File: src/rtl/qnet_pkg.sv
// Shared types and constants for the QuaNet frame timer.
// FSM state enum, minimum frame period, default trigger length.
package qnet_pkg;

  typedef enum logic {
    ST_IDLE = 1'b0,
    ST_RUN  = 1'b1
  } state_t;

  localparam int QNET_MIN_FRAME_PD = 2;
  localparam int QNET_TRIG_LEN     = 8;

endpackage

File: src/rtl/qnet_frame_timer_sync_edge.sv
// qnet_sync_edge: 2-FF synchronizer plus rising-edge pulse.
// Ports: clk, resetn, din (async), pulse (1-cycle, clk domain).
module qnet_sync_edge (
  input  logic clk,
  input  logic resetn,
  input  logic din,
  output logic pulse
);

  logic [2:0] sr;

  always_ff @(posedge clk or negedge resetn) begin
    if (!resetn) sr <= '0;
    else         sr <= {sr[1:0], din};
  end

  assign pulse = sr[1] & ~sr[2];

endmodule

File: src/rtl/qnet_frame_timer.sv
// qnet_frame_timer: per-frame scope trigger and RX switch gate.
// Ports: clk, resetn, go, abort, frame_pd, num_frames, sw_dly,
//   sw_len, sw_inv, [ext_trig if QNET_FRAME_TIMER_EXT_SYNC_EN],
//   dac_xfer_out, rxq_sw_ctl, busy, frm_cnt, done, ovf.
module qnet_frame_timer
  import qnet_pkg::*;
#(
  parameter int CNT_W    = 16,
  parameter int NFRM_W   = 10,
  parameter int TRIG_LEN = QNET_TRIG_LEN
) (
  input  logic              clk,
  input  logic              resetn,
  input  logic              go,
  input  logic              abort,
  input  logic [CNT_W-1:0]  frame_pd,
  input  logic [NFRM_W-1:0] num_frames,
  input  logic [CNT_W-1:0]  sw_dly,
  input  logic [CNT_W-1:0]  sw_len,
  input  logic              sw_inv,
`ifdef QNET_FRAME_TIMER_EXT_SYNC_EN
  input  logic              ext_trig,
`endif
  output logic              dac_xfer_out,
  output logic              rxq_sw_ctl,
  output logic              busy,
  output logic [NFRM_W-1:0] frm_cnt,
  output logic              done,
  output logic              ovf
);

  localparam logic [CNT_W-1:0] MIN_PD =
    CNT_W'(QNET_MIN_FRAME_PD);
  localparam logic [CNT_W-1:0] TLEN = CNT_W'(TRIG_LEN);

  logic go_any;

`ifdef QNET_FRAME_TIMER_EXT_SYNC_EN
  logic ext_pulse;

  qnet_sync_edge u_sync (
    .clk    (clk),
    .resetn (resetn),
    .din    (ext_trig),
    .pulse  (ext_pulse)
  );

  assign go_any = go | ext_pulse;
`else
  assign go_any = go;
`endif

  state_t state, state_n;

  logic [CNT_W-1:0]  pc, pc_n;
  logic [CNT_W-1:0]  pd_q, pd_n;
  logic [CNT_W-1:0]  dly_q, dly_n;
  logic [CNT_W-1:0]  len_q, len_n;
  logic [NFRM_W-1:0] nf_q, nf_n;
  logic [NFRM_W-1:0] frm_n;
  logic              inv_q, inv_n;
  logic              last;
  logic              done_n, ovf_n;
  logic              run_n, dac_n, sw_on, sw_n;
  logic [CNT_W:0]    win_end;

  always_comb begin
    state_n = state;
    pc_n    = pc;
    frm_n   = frm_cnt;
    pd_n    = pd_q;
    dly_n   = dly_q;
    len_n   = len_q;
    nf_n    = nf_q;
    inv_n   = inv_q;
    done_n  = 1'b0;
    ovf_n   = 1'b0;
    last    = (pc == pd_q - 1'b1);
    unique case (state)
      ST_IDLE: begin
        if (go_any && !abort) begin
          state_n = ST_RUN;
          pc_n    = '0;
          frm_n   = '0;
          pd_n    = (frame_pd < MIN_PD) ? MIN_PD : frame_pd;
          dly_n   = sw_dly;
          len_n   = sw_len;
          nf_n    = num_frames;
          inv_n   = sw_inv;
        end
      end
      ST_RUN: begin
        ovf_n = go_any;
        pc_n  = last ? '0 : pc + 1'b1;
        if (last && frm_cnt != '1)
          frm_n = frm_cnt + 1'b1;
        if (abort)
          state_n = ST_IDLE;
        else if (last && nf_q != '0 && frm_n == nf_q) begin
          state_n = ST_IDLE;
          done_n  = 1'b1;
        end
      end
      default: state_n = ST_IDLE;
    endcase
  end

  // Outputs are decoded from next-cycle values so that the
  // registered strobes line up with the phase they describe.
  // pc < P always holds, so both windows are clipped at P.
  always_comb begin
    run_n   = (state_n == ST_RUN);
    win_end = {1'b0, dly_n} + {1'b0, len_n};
    dac_n   = run_n && (pc_n < TLEN);
    sw_on   = run_n && (pc_n >= dly_n)
              && ({1'b0, pc_n} < win_end);
    sw_n    = sw_on ^ inv_n;
  end

  always_ff @(posedge clk or negedge resetn) begin
    if (!resetn) begin
      state        <= ST_IDLE;
      pc           <= '0;
      pd_q         <= MIN_PD;
      dly_q        <= '0;
      len_q        <= '0;
      nf_q         <= '0;
      inv_q        <= 1'b0;
      frm_cnt      <= '0;
      busy         <= 1'b0;
      dac_xfer_out <= 1'b0;
      rxq_sw_ctl   <= 1'b0;
      done         <= 1'b0;
      ovf          <= 1'b0;
    end else begin
      state        <= state_n;
      pc           <= pc_n;
      pd_q         <= pd_n;
      dly_q        <= dly_n;
      len_q        <= len_n;
      nf_q         <= nf_n;
      inv_q        <= inv_n;
      frm_cnt      <= frm_n;
      busy         <= run_n;
      dac_xfer_out <= dac_n;
      rxq_sw_ctl   <= sw_n;
      done         <= done_n;
      ovf          <= ovf_n;
    end
  end

endmodule
File: config.mk
export PLATFORM = sky130hd
export DESIGN_NAME = qnet_frame_timer
export DESIGN_NICKNAME = d
export VERILOG_FILES = /design/src/rtl/qnet_pkg.sv /design/src/rtl/qnet_frame_timer_sync_edge.sv /design/src/rtl/qnet_frame_timer.sv
export SDC_FILE = /design/constraint.sdc
export NUM_CORES = 1
export LEC_CHECK = 0
export CORE_UTILIZATION = 60
export DETAILED_ROUTE_END_ITERATION = 16
export DONT_BUFFER_PORTS = 1
export PLACE_DENSITY = 0.77
export SLEW_MARGIN = 0
export SYNTH_ARGS = -nofsm -noshare
export SYNTH_HDL_FRONTEND = slang
export SYNTH_HIERARCHICAL = 1
export SYNTH_SLANG_ARGS = --single-unit
export TNS_END_PERCENT = 10
File: constraint.sdc
create_clock -name clk -period 11.85 [get_ports clk]
set_clock_uncertainty 0.15 [all_clocks]
set_input_delay 2.9625 -clock clk [delete_from_list [all_inputs] [get_ports clk]]
set_output_delay 2.9625 -clock clk [all_outputs]
set_load 0.05 [all_outputs]
# Word level (Yosys, flattened, before mapping)
# Cells that the tools add are included.
[classes]
add_sub_neg = 4
order_cmp = 4
n_eq_ne = 4
muxes = 22
bitwise_logic = 2
reduce_logical = 10
[op_table]
columns = ["cell", "n"]
rows = [
  ["16-bit two-way mux", 7],
  ["16-bit case mux with 2 select lines", 1],
  ["10-bit two-way mux", 3],
  ["10-bit case mux with 2 select lines", 1],
  ["16-bit by 16-bit adder with 17-bit output", 1],
  ["16-bit by 17-bit < comparator with 1-bit output", 1],
  ["16-bit by 1-bit adder with 16-bit output, second input constant", 1],
  ["16-bit equality test", 1],
  ["16-bit greater-or-equal comparator", 1],
  ["16-bit by 2-bit < comparator with 1-bit output, second input constant", 1],
  ["16-bit by 4-bit < comparator with 1-bit output, second input constant", 1],
  ["16-bit by 1-bit subtractor with 16-bit output, second input constant", 1],
  ["10-bit by 1-bit adder with 10-bit output, second input constant", 1],
  ["10-bit equality test", 1],
  ["10-bit != test, second input constant", 1],
  ["10-bit nonzero test", 1],
  ["1-bit two-way mux", 9],
  ["1-bit logical AND", 7],
  ["2-bit != test, second input constant", 1],
  ["1-bit case mux with 2 select lines", 1],
  ["2-bit AND reduction", 1],
  ["1-bit logical NOT", 1],
  ["1-bit NOT", 1],
  ["1-bit bitwise XOR", 1],
]
[totals]
register_bits = 90
inputBits = 63
output_inout_bits = 15
word_cells = 58

# Logic depth before layout (Yosys ltp)
[logic_depth]
depth_word = 13
mapped_depth = 27
depth_no_buf = 25

# Worst setup path before layout
# Ideal clock, no wire load.
[synth_path]
kind = "input -> register"
start = "in abort"
end = "reg rxq_sw_ctl"
setup_ns = 0.065
arrival_time_ns = 7.710
required_time_ns = 11.635
slack_ns = 3.924
stages = 27
n_path_buf = 2
cell_sequence = "inv_1 > and3_1 > clkbuf_1 > clkbuf_1 > mux2i_1 > inv_1 > ha_1 > a21o_1 > a21oi_1 > o21bai_1 > a21oi_1 > nor2b_1 > o21a_1 > o31a_1 > o41ai_1 > o21bai_1 > a21oi_1 > xor2_1 > ha_1 > o21ai_0 > nand2b_1 > a21oi_1 > a211oi_1 > o211ai_1 > a21oi_1 > a41oi_1 > o211a_1"
[synth_between]
elab_chain_len = 8
elab_cells_between_ends = 19
classes_between = "1 x add/sub; 2 x order compare; 11 x mux; 1 x bitwise; 4 x reduce/logical"
[synth_lines]
columns = ["element", "line_no", "rtl"]
rows = [
  ["from (decl)", "qnet_frame_timer.sv:15", "input logic abort,"],
  ["1-bit logical NOT *", "qnet_frame_timer.sv:81", "if (go_any && !abort) begin"],
  ["1-bit logical AND *", "qnet_frame_timer.sv:81", ""],
  ["16-bit two-way mux *", "qnet_frame_timer.sv:81", ""],
  ["16-bit two-way mux *", "qnet_frame_timer.sv:79", "unique case (state)"],
  ["net dly_n[1]", "qnet_frame_timer.sv:57", "logic [CNT_W-1:0] dly_q, dly_n;"],
  ["16-bit by 16-bit adder with 17-bit output / 16-bit greater-or-equal comparator (equally long branches)", "qnet_frame_timer.sv:113, qnet_frame_timer.sv:115", ""],
  ["16-bit by 17-bit < comparator with 1-bit output / 1-bit logical AND (equally long branches)", "qnet_frame_timer.sv:116, qnet_frame_timer.sv:115", ""],
  ["1-bit logical AND *", "qnet_frame_timer.sv:116", "&& ({1'b0, pc_n} < win_end);"],
  ["1-bit bitwise XOR *", "qnet_frame_timer.sv:117", "sw_n = sw_on ^ inv_n;"],
  ["net sw_n", "qnet_frame_timer.sv:64", "logic run_n, dac_n, sw_on, sw_n;"],
  ["to (signal assigned)", "qnet_frame_timer.sv:146", "rxq_sw_ctl <= sw_n;"],
  ["to (decl)", "qnet_frame_timer.sv:25", "output logic rxq_sw_ctl,"],
]
# Mark *: on every way through the listed nets, which the timed path passes. The rest lies on a longest branch.
# A chain may end at the register's enable or synchronous reset.

# Worst setup path in the final report
[layout_path]
start = "in abort"
end = "reg rxq_sw_ctl"
[layout_between]
elab_chain_len = 8
elab_cells_between_ends = 19
classes_between = "1 x add/sub; 2 x order compare; 11 x mux; 1 x bitwise; 4 x reduce/logical"
[layout_lines]
columns = ["element", "line_no", "rtl"]
rows = [
  ["1-bit logical NOT", "qnet_frame_timer.sv:81", ""],
  ["1-bit logical AND", "qnet_frame_timer.sv:81", ""],
  ["16-bit two-way mux", "qnet_frame_timer.sv:81", ""],
  ["16-bit two-way mux", "qnet_frame_timer.sv:79", ""],
  ["net len_n[1]", "qnet_frame_timer.sv:58", "logic [CNT_W-1:0] len_q, len_n;"],
  ["16-bit by 16-bit adder with 17-bit output", "qnet_frame_timer.sv:113", "win_end = {1'b0, dly_n} + {1'b0, len_n};"],
  ["16-bit by 17-bit < comparator with 1-bit output", "qnet_frame_timer.sv:116", ""],
  ["1-bit logical AND", "qnet_frame_timer.sv:116", ""],
  ["1-bit bitwise XOR", "qnet_frame_timer.sv:117", ""],
  ["net sw_n", "qnet_frame_timer.sv:64", ""],
]
# The timed path passes the listed nets, and every way through them passes these cells.

==> results.py <==
metrics = {
    "outcome": {
        "status": "completed",
    },
    "synthesis": {
        "synth-edff-count": 0,
        "synth_top_cell_by_area": "dfrtp_1",
        "syn_area_um2": 6310,
        "synthTopCellsByArea": "dfrtp_1, ha_1, nand2_1",
        "ys_async_sr_fraction_pct": 100,
        "yosysSeqAreaShare_pct": 35.7,
        "yosysWarnings": 6,
        "synth.distinct_cells": 65,
        "synth_common_cells": "nand2_1, dfrtp_1, ha_1",
        "synthCells": 728,
        "synth.most_common_cell": "nand2_1",
        "netlist.area_leader.share_pct": 35.3,
        "syn_area_per_cell_um2": 8.66,
        "ys_seq_elements": 90,
        "synth_nets": 842,
        "dominantRegCellSynth": "dfrtp_1",
    },
    "drt": {
        "routed_via_density": 6.23,
        "drc": 0,
        "vias": 5295,
        "routed_wl_um": 14700,
        "wl_per_cell_um": 17.3,
        "drtAntennaViolNets": 0,
        "first_pass_iters": 5,
        "drtIter0Drc": 287,
    },
    "critical_path": {
        "cp_cell_sequence": "inv_1 > nand3_1 > buf_4 > nand2_1 > nand2_1 > ha_1 > a21o_1 > a21oi_1 > o21bai_1 > a21oi_1 > nor2b_1 > o21a_1 > o31a_1 > o41ai_1 > o211ai_1 > a21oi_1 > xor2_1 > ha_1 > nor4_1 > nand2_1 > o211ai_1 > a21oi_1 > a41oi_1 > o211a_1",
        "cp_common_cell": "a21oi_1",
        "critical_path_class": "input port to register",
        "crit_arrival_ns": 8.40,
        "critPathSlowestCell": "nand3_1",
        "crit_fanout": 24,
        "crit_family": "compound AO/OA/AOI/OAI gates",
        "critPathBufInv": 2,
        "crit_path_end_kind": "register",
        "startpoint_type": "input port",
        "required_ns": 12.02,
        "slowest_delay_ns": 0.68,
    },
    "grt": {
        "grt_max_degree": 91,
        "antenna_found_initial": 0,
        "grtUsageTotal_pct": 28.5,
        "grt_overflow": 0,
        "first_global_vias": 5274,
        "grt_pass1_wl_um": 24700,
    },
    "clock_tree": {
        "cts_buffer_depth": 2,
        "clockRootBuffer": "clkbuf_8",
        "cts_resized": 0,
        "cts_setup_buffers": 0,
        "cts_sinks": 90,
        "cts_htree_levels": 3,
        "clkSlewWorstSetupHoldPaths_ns": 0.09,
        "cts_tree": "yes",
        "postCtsHoldBufs": 0,
        "clkLatencyLatePin_ns": 0.38,
        "cts_buffers": 9,
    },
    "floorplan": {
        "dieHeight_um": 105,
        "ios": 78,
        "core_region_area_um2": 10300,
        "num_rows": 37,
        "start_util_pct": 61.4,
        "die_x_um": 105,
        "die_area_um2": 10900,
    },
    "timing": {
        "finalSetupViolations": 0,
        "tightest_slew_ns": 0.957,
        "hold_viol_final": 0,
        "rsz0062_at_grt": "no",
        "timing.final.crit_share_pct": 69.4,
        "slew_headroom_pct": 36.0,
        "finalCriticalPeriod_ns": 8.22,
        "fmax_mhz": 122,
        "fin_tns_setup_ns": 0,
        "slew_violations": 0,
    },
    "place": {
        "gp_congestion": 0.880,
        "port_buffers": 0,
        "place_area_um2": 6360,
        "dp.final_hpwl_um": 10800,
    },
    "finish": {
        "fin_area_um2": 6550,
        "layout-drive-gt1-share_pct": 4.48,
        "fin_nets": 823,
        "n_antenna_cell": 0,
        "areaGrowthSynthToFinish_pct": 3.89,
    },
    "pwr": {
        "leakagePower_nw": 3.07,
        "total_power_uw": 958,
        "ir_worst_vdd_mv": 0.0853,
        "powerDensity_nw_per_um2": 146,
    },
    "job": {
        "cap_violations": 0,
    },
    "hold_path": {
        "hold_path_class": "register to register",
    },
}
==> worst min-delay path, cell delays in order (launching register included) <==
cell and delay (ns):
dfrtp_1 0.33, nand2_1 0.04, nand2_1 0.08
==> cells in the final DEF, fill, tap and decap left out, types with 5 or more instances in the layout <==
master,n
a21oi_1,21
o21ai_0,38
nor4_1,14
dfrtp_1,89
nor2_1,33
nor2b_1,8
a21o_1,11
a31oi_1,5
nand3_1,22
xnor2_1,31
nand2b_1,9
o41ai_1,5
ha_1,50
clkbuf_8,12
nand2_1,160
nand4_1,17
and3_1,11
o31ai_1,6
mux2i_1,17
o21bai_1,5
nor3_1,13
o211ai_1,6
xor2_1,28
inv_1,28
==> power by group <==
part	switching [mW]	total, mW	internal [mW]
Sequential	0.0492	0.401	0.352
Combinational	0.198	0.349	0.151
Clock	0.114	0.208	0.0941
==> flip-flops by register name, summed over array words and instances (netlist names), 10 cells and up <==
name,count
dly_q,16
pd_q,16
frm_cnt,10
pc,16
nf_q,10
len_q,16
==> logic make-up after synthesis <==
kind of cell    Yosys count  share of synthesized area (%)
simple gates            319                           25.3
compound gates          129                           13.5
xor+xnor                 60                           8.55
fa+ha+maj                51                           10.2
flops                    90                           35.7
buf+inv                  62                           4.01
mux                      17                           2.70
==> worst paths after layout <==
| check | start | to | slack, ns | cells past startpoint |
|---|---|---|---|---|
| worst max register to register | state | rxq_sw_ctl | 5.10 | 24 |
| worst min register to register | len_q[2] | len_q[2] | 0.33 | 2 |
| max in group asynchronous | resetn | pd_q[1] | 9.24 | 0 |
| worst max-delay path | abort | rxq_sw_ctl | 3.63 | 24 |
| min in group asynchronous | resetn | pc[4] | 2.12 | 0 |
| worst min-delay path | len_q[2] | len_q[2] | 0.33 | 2 |
==> area by class of cell <==
class,instances,area (um^2)
multi-input cells,576,3800
fillers,886,3720
flip-flops and latches,90,2250
well taps,136,170
clock buffers,13,169
inverters,28,105
repair buffers,4,30.0
clock inverters,3,22.5
==> per-stage QoR <==
stage | utilization, % | cells | hold slack (ns) | setup slack, ns
2_1_floorplan | - | 728 | 0.294 | 3.92
3_3_place_gp | 61.9 | 834 | 0.309 | 3.57
3_5_place_dp | 61.9 | 834 | 0.313 | 3.30
4_1_cts | 63.8 | 850 | 0.335 | 3.62
5_1_grt | 63.8 | 850 | 0.355 | 3.07
6_report | 63.8 | 850 | 0.334 | 3.63
==> routing by layer <==
metal	GRT usage [%]	up-vias	part of all wire (%)	wire length, um
met5	0	-	0	0
met4	17.1	0	4.2	615
met3	5.49	44	5.5	806
met2	46.8	174	48	7090
met1	34.8	2558	42	6210
li1	-	2519	-	-
No activity file was read; power rests on OpenSTA's default activity.
